### src/rtl/imem_loader.sv
// rtl/imem_loader.sv - boot-time instruction memory loader
//
// Takes a framed byte stream {len_lo, len_hi, payload[4*len], csum} and
// writes the payload as little-endian 32-bit words into the IMEM write port.
// The core is held in reset until a complete, checksum-verified image is in.
//
// Ports:
//   clk, reset_n          clock, asynchronous active-low reset
//   start                 pulse; begins a load from IDLE, DONE or ERR
//   rx_valid/rx_data      incoming stream byte
//   rx_ready              byte accepted when rx_valid & rx_ready at posedge
//   wr_en/wr_addr/wr_data IMEM word write, one-cycle strobe per word
//   busy                  high while a frame is being received
//   done                  image loaded and checksum good
//   error                 length overflow or checksum mismatch
//   cpu_hold              core reset hold; released only in DONE
module imem_loader #(
    parameter int unsigned         PC_WIDTH   = 32,
    parameter int unsigned         INST_WIDTH = 32,
    parameter int unsigned         IMEM_DEPTH = 1024,
    parameter logic [PC_WIDTH-1:0] BASE_ADDR  = '0
) (
    input  logic                  clk,
    input  logic                  reset_n,
    input  logic                  start,
    input  logic                  rx_valid,
    input  logic [7:0]            rx_data,
    output logic                  rx_ready,
    output logic                  wr_en,
    output logic [PC_WIDTH-1:0]   wr_addr,
    output logic [INST_WIDTH-1:0] wr_data,
    output logic                  busy,
    output logic                  done,
    output logic                  error,
    output logic                  cpu_hold
);

    typedef enum logic [2:0] {
        S_IDLE,
        S_LEN,
        S_DATA,
        S_CSUM,
        S_DONE,
        S_ERR
    } state_t;

    state_t      state_q;
    state_t      state_d;

    logic [1:0]  byte_idx_q;
    logic [15:0] word_idx_q;
    logic [15:0] word_cnt_q;
    logic [7:0]  len_lo_q;
    logic [23:0] asm_q;
    logic [7:0]  csum_q;

    logic        in_frame;
    logic        accept;
    logic [15:0] len_cnt;
    logic        oversize;
    logic        last_word;

    // Receiving states never backpressure, so ready is a pure state decode.
    assign in_frame = (state_q == S_LEN) || (state_q == S_DATA) || (state_q == S_CSUM);
    assign accept   = rx_valid && in_frame;

    // Full length as it stands while the high byte is on the bus.
    assign len_cnt  = {rx_data, len_lo_q};
    // Compared in bytes, with headroom so 16-bit counts cannot wrap.
    assign oversize = ({16'd0, len_cnt, 2'b00} > 34'(IMEM_DEPTH));
    // word_cnt is at most IMEM_DEPTH/4 in DATA, so the +1 cannot overflow.
    assign last_word = ((word_idx_q + 16'd1) == word_cnt_q);

    assign rx_ready = in_frame;
    assign busy     = in_frame;
    assign done     = (state_q == S_DONE);
    assign error    = (state_q == S_ERR);
    assign cpu_hold = (state_q != S_DONE);

    always_ff @(posedge clk or negedge reset_n) begin
        if (!reset_n) begin
            state_q <= S_IDLE;
        end else begin
            state_q <= state_d;
        end
    end

    always_comb begin
        state_d = state_q;
        case (state_q)
            S_IDLE, S_DONE, S_ERR: begin
                if (start) begin
                    state_d = S_LEN;
                end
            end
            S_LEN: begin
                if (accept && (byte_idx_q == 2'd1)) begin
                    if (oversize) begin
                        state_d = S_ERR;
                    end else if (len_cnt == 16'd0) begin
                        state_d = S_CSUM;
                    end else begin
                        state_d = S_DATA;
                    end
                end
            end
            S_DATA: begin
                if (accept && (byte_idx_q == 2'd3) && last_word) begin
                    state_d = S_CSUM;
                end
            end
            S_CSUM: begin
                if (accept) begin
                    state_d = (rx_data == csum_q) ? S_DONE : S_ERR;
                end
            end
            default: state_d = S_IDLE;
        endcase
    end

    always_ff @(posedge clk or negedge reset_n) begin
        if (!reset_n) begin
            byte_idx_q <= 2'd0;
            word_idx_q <= 16'd0;
            word_cnt_q <= 16'd0;
            len_lo_q   <= 8'd0;
            asm_q      <= 24'd0;
            csum_q     <= 8'd0;
            wr_en      <= 1'b0;
            wr_addr    <= '0;
            wr_data    <= '0;
        end else begin
            wr_en <= 1'b0;
            case (state_q)
                S_IDLE, S_DONE, S_ERR: begin
                    if (start) begin
                        byte_idx_q <= 2'd0;
                        word_idx_q <= 16'd0;
                        csum_q     <= 8'd0;
                    end
                end
                S_LEN: begin
                    if (accept) begin
                        if (byte_idx_q == 2'd0) begin
                            len_lo_q   <= rx_data;
                            byte_idx_q <= 2'd1;
                        end else begin
                            word_cnt_q <= len_cnt;
                            byte_idx_q <= 2'd0;
                        end
                    end
                end
                S_DATA: begin
                    if (accept) begin
                        csum_q     <= csum_q ^ rx_data;
                        byte_idx_q <= byte_idx_q + 2'd1;
                        case (byte_idx_q)
                            2'd0: asm_q[7:0]   <= rx_data;
                            2'd1: asm_q[15:8]  <= rx_data;
                            2'd2: asm_q[23:16] <= rx_data;
                            default: begin
                                // Fourth byte completes the word; it goes
                                // straight into wr_data, not through asm_q.
                                wr_en      <= 1'b1;
                                wr_data    <= INST_WIDTH'({rx_data, asm_q});
                                wr_addr    <= BASE_ADDR + PC_WIDTH'({word_idx_q, 2'b00});
                                word_idx_q <= word_idx_q + 16'd1;
                            end
                        endcase
                    end
                end
                default: ;
            endcase
        end
    end

endmodule
### config.mk
export PLATFORM = sky130hd
export DESIGN_NAME = imem_loader
export DESIGN_NICKNAME = d
export VERILOG_FILES = /design/src/rtl/imem_loader.sv
export SDC_FILE = /design/constraint.sdc
export NUM_CORES = 1
export LEC_CHECK = 0
export ABC_AREA = 1
export CELL_PAD_IN_SITES_DETAIL_PLACEMENT = 1
export CELL_PAD_IN_SITES_GLOBAL_PLACEMENT = 1
export CORE_ASPECT_RATIO = 1.1
export CORE_MARGIN = 3
export CORE_UTILIZATION = 44
export CTS_CLUSTER_SIZE = 25
export DETAILED_ROUTE_END_ITERATION = 12
export GPL_ROUTABILITY_DRIVEN = 0
export GPL_TIMING_DRIVEN = 0
export PLACE_DENSITY = 0.95
export SLEW_MARGIN = 20
export SYNTH_ARGS = -nofsm -noshare
export SYNTH_HDL_FRONTEND = slang
export SYNTH_SLANG_ARGS = --single-unit
### constraint.sdc
create_clock -name clk -period 3 [get_ports clk]
set_clock_uncertainty 0.15 [all_clocks]
set_input_delay 0.9 -clock clk [delete_from_list [all_inputs] [get_ports clk]]
set_output_delay 0.9 -clock clk [all_outputs]
set_load 0.02 [all_outputs]
Yosys cells after proc, flatten, opt, wreduce, memory -nomap -nowiden
Index checks and enable logic that the tools add are counted.
Widths: inputs -> output; s select.
- register bits after elaboration: 126
- input bits: 12
- output and inout bits: 70
- logic and storage cells: 82
- add/sub/neg operators: 2
- order comparisons: 1
- equality and inequality tests: 18
- muxes and demuxes: 23
- bitwise gates (word level): 3
- reductions and logical operators: 23
- operators by type and width (kind ; count):
    $mux 16 ; 3
    $pmux 16 s2 ; 1
    $reduce_and 3->1 ; 7
    $gt 18x11->1 const B ; 1
    $add 16x1->16 const B ; 1
    $eq 16x16->1 ; 1
    $logic_not 16->1 ; 1
    $mux 8 ; 2
    $pmux 8 s2 ; 1
    $mux 3 ; 5
    $pmux 3 s4 ; 1
    $reduce_and 4->1 ; 3
    $ne 2x2->1 const B ; 5
    $eq 8x8->1 ; 1
    $xor 8x8->8 ; 1
    $eq 3x2->1 const B ; 2
    $eq 3x3->1 const B ; 2
    $mux 1 ; 6
    $mux 2 ; 3
    $pmux 2 s3 ; 1
    $reduce_or 3->1 ; 2
    $eq 2x2->1 const B ; 2
    $logic_and 1x1->1 ; 4
    $ne 2x1->1 const B ; 2
    10 further kinds ; 12

Logic depth before layout (Yosys ltp)
- depth after elaboration: 8
- depth in mapped cells: 16
- depth with buffers taken out: 16

Worst setup path before layout
OpenSTA, ideal clock, no wires.
- kind: reg2out
- start: register state_q[1]
- end: output port rx_ready
- arrival time: 1191 ps
- data required time: 1950 ps
- slack: 759 ps
- cell stages (with the launch flop): 4
- path buffers: 1
- cell sequence: dfrtp_1 > inv_2 > a21oi_1 > buf_4
- longest elaborated chain between the ends: 3
- elaborated cells between the ends (all ways): 5
- classes of those cells: eq/ne: 3; reduce/logical: 2
- ends and longest elaborated chain (element ; line ; source):
    from (decl) ; 47 ; state_t state_q;
    from (signal assigned) ; 84 ; state_q <= state_d;
    $eq 3x1->1 / $eq 3x2->1 (equally long branches) ; 64 ; assign in_frame = (state_q == S_LEN) || (state_q == S_DATA) || (state_q == S_CSUM);
    $logic_or 1x1->1 ; 64 ;
    $logic_or 1x1->1 (*) ; 64 ;
    to (decl) ; 28 ; output logic rx_ready,
Mark *: on every way between the ends. The rest lies on a longest branch, timed or not.

Worst setup path after layout
- start: register state_q[1]
- end: output port busy
- longest elaborated chain between the ends: 3
- elaborated cells between the ends (all ways): 5
- classes of those cells: eq/ne: 3; reduce/logical: 2
- ends and longest elaborated chain (element ; line ; source):
    $eq 3x1->1 / $eq 3x2->1 (equally long branches) ; 64 ;
    $logic_or 1x1->1 ; 64 ;
    $logic_or 1x1->1 (*) ; 64 ;
    to (decl) ; 32 ; output logic busy,
Marks and branches as above.

==> run summary <==
The final-report max-slew violation count came out at 0. In the global route stage, overall resource usage came out at roughly 30%. The clock net sink count came out at between 100 and 150.

The static leakage is about 3.6 nW. The port buffer count is 65. The primary flip-flop cell chosen by synthesis mapping is sky130_fd_sc_hd__dfrtp_1. The worst setup slack after placement came out at -96.9 ps.

The critical path goes through inv_2 -> a21oi_4 -> clkdlybuf4s50_1. The fraction of the cycle the final worst path needs came out at 98.7%. The dominant combinational cell family by area after synthesis is simple AND/OR/NAND/NOR gates. The total of flip-flops plus latches after synthesis is between 100 and 150. The residual antenna-violating net count after detailed routing came out at 0. The post-route netlist has around 9% of its cells at a drive strength greater than 1. The DRC violation total after the first TritonRoute iteration is around 360. The buffers plus inverters on the worst setup path is 2.

The slew at the pin with the worst max-slew slack is 574 ps. Data on the critical path is required at its endpoint by 1950 ps. For the worst-skew pair, the clock arrives at the later sink with an insertion delay of 430 ps. The maximum resistive drop on vdd is a little under 0.0004 V.

The die is roughly 130 um tall. The final total negative setup slack is 0 ps. Setup repair after global routing left no endpoint under its margin. The worst setup path is captured at an output port. The total of max-cap violations is 0. The cts-stage hold buffer count is 0. In this run the worst setup path terminates at busy.

On the final layout, the worst hold slack is slightly below 300 ps. In this run the worst hold path is classified as in -> async. The count of unique library cells instantiated by Yosys came out at 35.

The first-pass GRT wire length came out at ~34000 um. The highest-delay cell along the critical path is sky130_fd_sc_hd__clkdlybuf4s50_1. In the post-route analysis, the smallest setup slack over all paths is roughly 40 ps. At the end of the flow the core is filled with cells to 58.0%.

Leaving out fill and tap cells, the most frequent cell in the layout is sky130_fd_sc_hd__nand2_1. The worst reg2reg path depth is 9. The die covers 14600 sq um. After synthesis the cells add up to around 5800 sq um. The overall power consumption is about 5.5 mW. The setup path with the least slack is of type reg -> out. The kind of start point of the critical path is a flip-flop. The fmax came out at around 340 MHz.

The die is 116 um wide. The critical path arrival came out at roughly 1900 ps. Each instance of the synthesized netlist takes up on average roughly 8.4 sq um. The pre-antenna-repair detailed-routing pass consisted of 5 iterations. Yosys mapped a number of flops with a built-in enable equal to 0. The worst path in the final design needs a cycle of around 3000 ps, including I/O delays and setup. The number of global-route vias before repair is roughly 6300.

The CTS tree is done. The synthesized design devotes to its leading area cell type 54.2% of total area. The cell area after layout came out at about 7400 sq um. The antenna diode count came out at 0. The cell row count came out at between 40 and 50. The standard cell core area is 12800 sq um. sky130_fd_sc_hd__dfrtp_1 takes more of the synthesized area than any other cell. The register-to-register path setup slack is roughly 600 ps.

The starting utilization of the core area came out at between 40% and 50%. The fraction of the mapped netlist area in adder cells came out at about 1.3%. The clock transition at the registers of the reported paths came out at about 60 ps. The leftover overflow at the end of global routing came out at 0. The flow ran to the end, and the final reports show no timing, DRC or antenna violations. The XOR/XNOR share of the synthesized area came out at 1.66%. The average wire per cell in the routed design is around 22 um.

The number of hold violations in the final report is 0. Counting every instance in the synthesized netlist gives 694. The total half-perimeter wirelength after legalization and detailed placement came out at ~14000 um. The count of nets after finishing came out at 812. The power per standard cell area is between 700 and 800 nW/um^2. Entering global routing, the biggest net connects 76 pins.

The critical path starts at state_q[1]$_DFFE_PN0P_. The proportion of synthesized chip area in sequential cells came out at between 50% and 60%. The final setup violation count is 0. The routed via count divided by cell count is roughly 5.8. The multi-input gate area in the final layout came out at around 2300 sq um.

Headroom to the max-slew limit came out at a little over 60%. Of the post-synthesis cell area, the part taken by muxes is less than 1%. The area of all sequential standard cells came out at approximately 3200 sq um. The top cell types in the final layout, fill and taps aside, are sky130_fd_sc_hd__nand2_1 (243), sky130_fd_sc_hd__dfrtp_1 (126), sky130_fd_sc_hd__o21ai_0 (86). The area overhead of the layout relative to synthesis is 27.1%. After detailed placement, the total cell area comes to 6750 sq um. The number of cells in the design after placement came out at about 930.

By area the synthesized netlist is led by sky130_fd_sc_hd__dfrtp_1 (54%), sky130_fd_sc_hd__nand2_1 (16%), sky130_fd_sc_hd__o21ai_0 (7.4%). The largest stage delay on the critical path came out at approximately 640 ps. The routed via count is roughly 5500. After synthesis, the share of flip-flops with an asynchronous set or reset is 100%. The initial antenna violation count came out at 0. The CTS buffer count is 17. The maximum fanout along the worst path came out at 7. In this design, the largest share of critical-path delay is due to buffers and inverters.

The number of design rule violations left after detail routing came out at 0. The clock tree synthesis step divided the H-tree into 4 levels. The deepest clock path buffer count is 2. The terminus of the critical flop-to-flop path is wr_data[31]$_DFFE_PN0P_. The count of warnings emitted by yosys came out at 0. The number of ports placed on the die boundary came out at 82.

The final-layout fill cell count is roughly 1500. The count of non-filler cells in the finished layout came out at slightly below 1000. The master cell of the clock root buffer is sky130_fd_sc_hd__clkbuf_16.

The area fraction in compound gates after synthesis is about a tenth. The beginning of the worst register-to-register path is state_q[1]$_DFFE_PN0P_. The routed wire length is roughly 21000 um. Summing the areas of all and, or, nand and nor instances in the mapped netlist gives roughly a quarter of the synthesized area. The number of cells on the critical path is 3.
report_power, final:
| group | internal, mW | total [mW] | switching [mW] | leakage [nW] |
|---|---|---|---|---|
| clock | 1.52 | 2.29 | 0.770 | 0.312 |
| combinational | 0.362 | 1.12 | 0.754 | 1.57 |
| sequential | 1.89 | 2.07 | 0.187 | 1.72 |
| total | 3.77 | 5.48 | 1.71 | 3.60 |
logic make-up after synthesis:
kind of cell	Yosys count
simple gates	339
compound gates	112
flops	126
xor+xnor	11
mux	1
fa+ha+maj	6
buf+inv	98
other cells	1
cell usage after synthesis (2+ instances only):
master	n
sky130_fd_sc_hd__nand3_1	30
sky130_fd_sc_hd__nor2_2	4
sky130_fd_sc_hd__o21ai_0	86
sky130_fd_sc_hd__nand2_2	5
sky130_fd_sc_hd__a31oi_1	2
sky130_fd_sc_hd__clkbuf_1	14
sky130_fd_sc_hd__inv_1	57
sky130_fd_sc_hd__o21ai_1	6
sky130_fd_sc_hd__nand4_1	12
sky130_fd_sc_hd__nor2_1	29
sky130_fd_sc_hd__buf_2	5
sky130_fd_sc_hd__nand3b_1	4
sky130_fd_sc_hd__buf_4	18
sky130_fd_sc_hd__o22ai_1	11
sky130_fd_sc_hd__dfrtp_1	126
sky130_fd_sc_hd__ha_1	6
sky130_fd_sc_hd__nor4_1	3
sky130_fd_sc_hd__nand2_1	243
sky130_fd_sc_hd__a21oi_1	2
sky130_fd_sc_hd__xor2_1	11
sky130_fd_sc_hd__nand3_2	2
sky130_fd_sc_hd__nor2_4	5
what timing repair did:
item / 4_1_cts / 5_1_grt
hold endpoints to repair: 0 / 0
setup endpoints to repair: 2 / 1
buffers inserted: 0 / 0
gates resized for setup: 4 / 1
area by class of cell:
cell class              instances  share of cell area [%]
flip-flops and latches        126                    42.6
well taps                     157                    2.66
plain buffers                  38                    2.93
inverters                      60                    3.06
clock inverters                 7                    2.16
multi-input cells             485                    31.0
clock buffers                  22                    6.41
repair buffers                 66                    9.18
flip-flops by register name (all words and copies together) (netlist names):
register / flops
asm_q: 24
byte_idx_q: 2
csum_q: 8
len_lo_q: 8
state_q: 3
word_cnt_q: 16
word_idx_q: 16
wr_addr: 16
wr_data: 32
wr_en: 1
worst min-delay path by stage:
stage,from,end,slack (ps),cells past startpoint
2_1_floorplan,asm_q[0]$_DFFE_PN0P_,wr_data[0]$_DFFE_PN0P_,290,2
3_3_place_gp,asm_q[11]$_DFFE_PN0P_,wr_data[11]$_DFFE_PN0P_,310,2
3_5_place_dp,asm_q[17]$_DFFE_PN0P_,wr_data[17]$_DFFE_PN0P_,320,2
4_1_cts,reset_n,wr_data[21]$_DFFE_PN0P_,300,1
5_1_grt,reset_n,wr_addr[10]$_DFFE_PN0P_,330,1
6_report,reset_n,wr_addr[8]$_DFFE_PN0P_,290,1
routing by layer:
metal  GRT usage (%)  vias up  wire length [um]  share of wire (%)
met5               0        -                 0                  0
met4            20.9        0              1350                6.3
met3            6.63       99               982                4.6
met2            55.0      234             11500                 54
met1            31.1     2795              7610                 36
li1                -     2398                 -                  -
(Power assumes the default switching activity.)
==> edit 1: new RTL, same settings <==
Encoding of `state_t`: now one-hot (6 bits for 6 states).
--- a/src/rtl/imem_loader.sv
+++ b/src/rtl/imem_loader.sv
@@ -35,13 +35,13 @@
     output logic                  cpu_hold
 );
 
-    typedef enum logic [2:0] {
-        S_IDLE,
-        S_LEN,
-        S_DATA,
-        S_CSUM,
-        S_DONE,
-        S_ERR
+    typedef enum logic [5:0] {
+        S_IDLE = 6'b000001,
+        S_LEN  = 6'b000010,
+        S_DATA = 6'b000100,
+        S_CSUM = 6'b001000,
+        S_DONE = 6'b010000,
+        S_ERR  = 6'b100000
     } state_t;
 
     state_t      state_q;
Function: same outputs for any inputs over 4 cycles, from zero or initial values and one cycle with reset_n low; so few cycles prove little.
==> edit 1 against the original RTL <==
  * Die area increased by 3.0%
  * Combinational power decreased by 5%
  * Design area increased by 2.4%
  * Synthesized area increased by 3.1%
  * Cell count increased by 5.3%
  * Critical path depth increased by 2
  * Wire length decreased by 2.5%
  * Sequential cell count increased by 3
  * Total power decreased by 4.9%
  * Register-to-register slack got worse by 0.26 ns
  * Worst setup slack improved by 0.063 ns
  * Synthesized cell count increased by 3.2%
==> edit 1: results (changes against the original RTL) <==
| Metric | Value |
|---|---|
| Crit path DAT | 1.85 ns (-0.06 ns) |
| Share of total power consumed by net switching | 0.3221 (+0.009918) |
| Multiplexer share of the synthesized area | 0.003752 (+0.001818) |
| Reg2reg setup slack | 0.34 ns (-0.26 ns) |
| Capture point of the critical path | rx_ready |
| Met2 routed wirelength | 10910 µm (-5.0%) |
| Vias in the first global route | 6265 (-0.048%) |
| Via-to-Cell Ratio | 5.466 (-4.9%) |
| Synth Register Bits | 129 (+2.4%) |
| Actual slew at the worst max-slew pin | 0.5913 ns (+0.01775 ns) |
| Total cell area at the placement stage | 6972 µm² (+3.2%) |
| Filler instances | 1566 (+4.1%) |
| Area used by sequential logic in the layout | 3229 µm² (+2.4%) |
| Share of synthesized cell area in full adder, half adder and majority cells | 0.01251 (-0.0003899) |
| Met1 routing resource usage after global routing | 0.2968 (-0.01372) |
| RR Startpoint | word_idx_q[0] |
| Half-perimeter wire length of the detailed placement result | 13280 µm (-3.7%) |
| Status | finished, final reports clean |
| Slowest cell on crit path | sky130_fd_sc_hd__dfstp_2 |
| Detailed router's first-iteration violation count | 385 (+8.5%) |
| Worst supply voltage drop on vdd | 0.5218 mV (+35%) |
| Post-Synthesis Cells | 716 (+3.2%) |
| Worst flop-to-flop path endpoint | state_q[4] |
| Met3 usage | 0.06857 (+0.002255) |
| Num rows | 44 (+2.3%) |
| Total global-route track usage | 0.2848 (-0.02124) |
| Wire length of the first global-routing pass | 33360 µm (-0.45%) |
| Wire length on met1 | 7654 µm (+0.59%) |
| Fraction of area in clock buffers and inverters | 0.07568 (-0.01007) |
| Share of layout cells above drive strength 1 | 0.1087 (+0.01666) |
| Number of cells after detailed placement | 981 (+5.3%) |
| Top cells by instance count after synthesis | 245 x sky130_fd_sc_hd__nand2_1, 128 x sky130_fd_sc_hd__dfrtp_1, 86 x sky130_fd_sc_hd__o21ai_0, 60 x sky130_fd_sc_hd__inv_1, 47 x sky130_fd_sc_hd__nand3_1 |
| Count of nets after finishing | 834 (+2.7%) |
==> edit 1: changes by cell type after synthesis, sizes merged, moves of 2 or more <==
cell and change:
clkinv -2, nand3 +17, buf -3, dfrtp +2
a31oi -2, xor2 -10, inv +8, o211ai -2
xnor2 +9
==> edit 1: worst register-to-register path, cell delays in order, from the launching register on <==
cell and delay, ns:
sky130_fd_sc_hd__dfrtp_1 0.48, sky130_fd_sc_hd__ha_1 0.28, sky130_fd_sc_hd__nand2_1 0.17, sky130_fd_sc_hd__nor2_4 0.24
sky130_fd_sc_hd__nand2_1 0.14, sky130_fd_sc_hd__nand3_1 0.10, sky130_fd_sc_hd__nand3_1 0.08, sky130_fd_sc_hd__nor2_1 0.16
sky130_fd_sc_hd__nand3_1 0.11, sky130_fd_sc_hd__nor2_1 0.19, sky130_fd_sc_hd__nand2_1 0.12, sky130_fd_sc_hd__nand2_2 0.14
sky130_fd_sc_hd__nand2_2 0.08, sky130_fd_sc_hd__nand2_1 0.06, sky130_fd_sc_hd__nand2_1 0.05
==> edit 1: per-stage QoR <==
step / total power [mW] / worst slack (ns) / util / TNS [ns] / hold WS [ns]
finish: 5.214 / 0.1026 / 0.5707 / 0 / 0.2487
global route: 5.405 / 0.02649 / 0.5707 / 0 / 0.2944
CTS: 5.198 / 0.02452 / 0.5694 / 0 / 0.2747
detailed placement: 3.103 / -0.3669 / 0.5255 / -15.56 / 0.3139
global placement: 3.003 / -4.205 / 0.5230 / -546.78 / 0.3068
floorplan: 2.706 / 0.7505 / - / 0 / 0.2994
==> edit 1: what timing repair did <==
action,4_1_cts,5_1_grt
gates resized for setup,7,14
endpoints found under the setup margin,6,33
hold buffers,0,0
==> edit 2: new RTL, same settings <==
Made on the original files. Change the parameter `PC_WIDTH` from 32 to 40.
--- a/src/rtl/imem_loader.sv
+++ b/src/rtl/imem_loader.sv
@@ -15,7 +15,7 @@
 //   error                 length overflow or checksum mismatch
 //   cpu_hold              core reset hold; released only in DONE
 module imem_loader #(
-    parameter int unsigned         PC_WIDTH   = 32,
+    parameter int unsigned         PC_WIDTH   = 40,
     parameter int unsigned         INST_WIDTH = 32,
     parameter int unsigned         IMEM_DEPTH = 1024,
     parameter logic [PC_WIDTH-1:0] BASE_ADDR  = '0
Interface: changed (resized wr_addr); port bits go from 82 to 90. The function was not compared with the original's and may differ.
==> edit 2 against the original RTL <==
  * Wire length grew 1.2%
  * Sequential cell count is the same
  * Count of clock-buffer cells in the layout shrank 4
  * Largest power group unchanged
  * Worst setup slack lost 0.015 ns
  * Synthesized cell count grew 1.2%
  * Total power shrank 2.9%
  * Clock power shrank 8%
  * Synthesized area grew 1.0%
  * Fmax shrank 0.50%
  * Non-clock buffer count grew 8
  * Design area grew 0.61%
  * Largest cell class unchanged
==> edit 2: results (changes against the original RTL) <==
| Metric | Value |
|---|---|
| Status | finished, final reports clean |
| Vias in the first global route | 6389 (+1.9%) |
| Via total after detailed routing | 5633 (+1.9%) |
| Metal3 WL | 1176 µm (+20%) |
| Worst slack, placed | -0.1314 ns (-0.03443 ns) |
| Share of synthesized cell area in full adder, half adder and majority cells | 0.01277 (-0.0001317) |
| Worst supply voltage drop on vdd | 0.3506 mV (-9.5%) |
| Reg2reg path depth | 7 (-2) |
| Synthesized-area fraction occupied by xor and xnor cells | 0.01638 (-0.0001690) |
| Total power draw | 5.322 mW (-2.9%) |
| Met2 routed wirelength | 11370 µm (-0.96%) |
| Hold WS | 0.2730 ns (-0.01629 ns) |
| Clk Latency, worst-skew pair | 0.45 ns (+0.02 ns) |
| Largest net degree at the start of global routing | 67 (-12%) |
| Actual slew at the worst max-slew pin | 0.6123 ns (+0.03871 ns) |
| Proportion of power drawn by combinational gates | 0.214 (+0.010) |
| Clock network fraction of total power | 0.394 (-0.024) |
| Met3 usage | 0.06916 (+0.002845) |
| Lkg Pwr | 3.642 nW (+1.3%) |
| Compound-gate portion of the synthesized area | 0.1011 (-0.001043) |
| Wire length of the first global-routing pass | 34310 µm (+2.4%) |
| Half-perimeter wire length of the detailed placement result | 13350 µm (-3.1%) |
| Pint | 3.494 mW (-7.3%) |
| Count of nets after finishing | 828 (+2.0%) |
| Detailed router's first-iteration violation count | 418 (+18%) |
| Worst flop-to-flop path endpoint | len_lo_q[3] |
| Cts repair resizes | 3 (-1) |
| Share of layout cells above drive strength 1 | 0.1057 (+0.01367) |
| Total global-route track usage | 0.3070 (+0.0009280) |
| Multiplexer share of the synthesized area | 0.001915 (-0.00001976) |
| Met1 routing resource usage after global routing | 0.3258 (+0.01527) |
edit 2: changes by cell type in the layout (fill, tap and decap cells not counted), sizes merged:
| cell | change |
|---|---|
| buf | +8 |
| bufinv | -3 |
| clkbuf | -4 |
| clkdlybuf4s50 | -1 |
| clkinv | +4 |
| clkinvlp | +5 |
| conb | +8 |
| dlygate4sd2 | -1 |
| dlymetal6s2s | +2 |
| inv | +1 |
edit 2: how the worst max path moves through the flow:
stage	startpoint	end	slack, ns	depth (start not counted)
finish	state_q[1]	busy	0.02	3
floorplan	state_q[1]	rx_ready	0.76	3
global route	rx_data[6]	state_q[0]	0.006	9
CTS	state_q[1]	done	0.02	4
detailed placement	rx_data[6]	state_q[0]	-0.13	9
global placement	reset_n	wr_data[13]	-3.87	1
edit 2: layout make-up:
class	instances	area share
clock inverter	14	0.01933
sequential	126	0.4236
timing repair buffer	66	0.09212
multi-input combinational	493	0.3120
tap	157	0.02639
buffer	46	0.03715
inverter	60	0.03043
clock buffer	18	0.05900
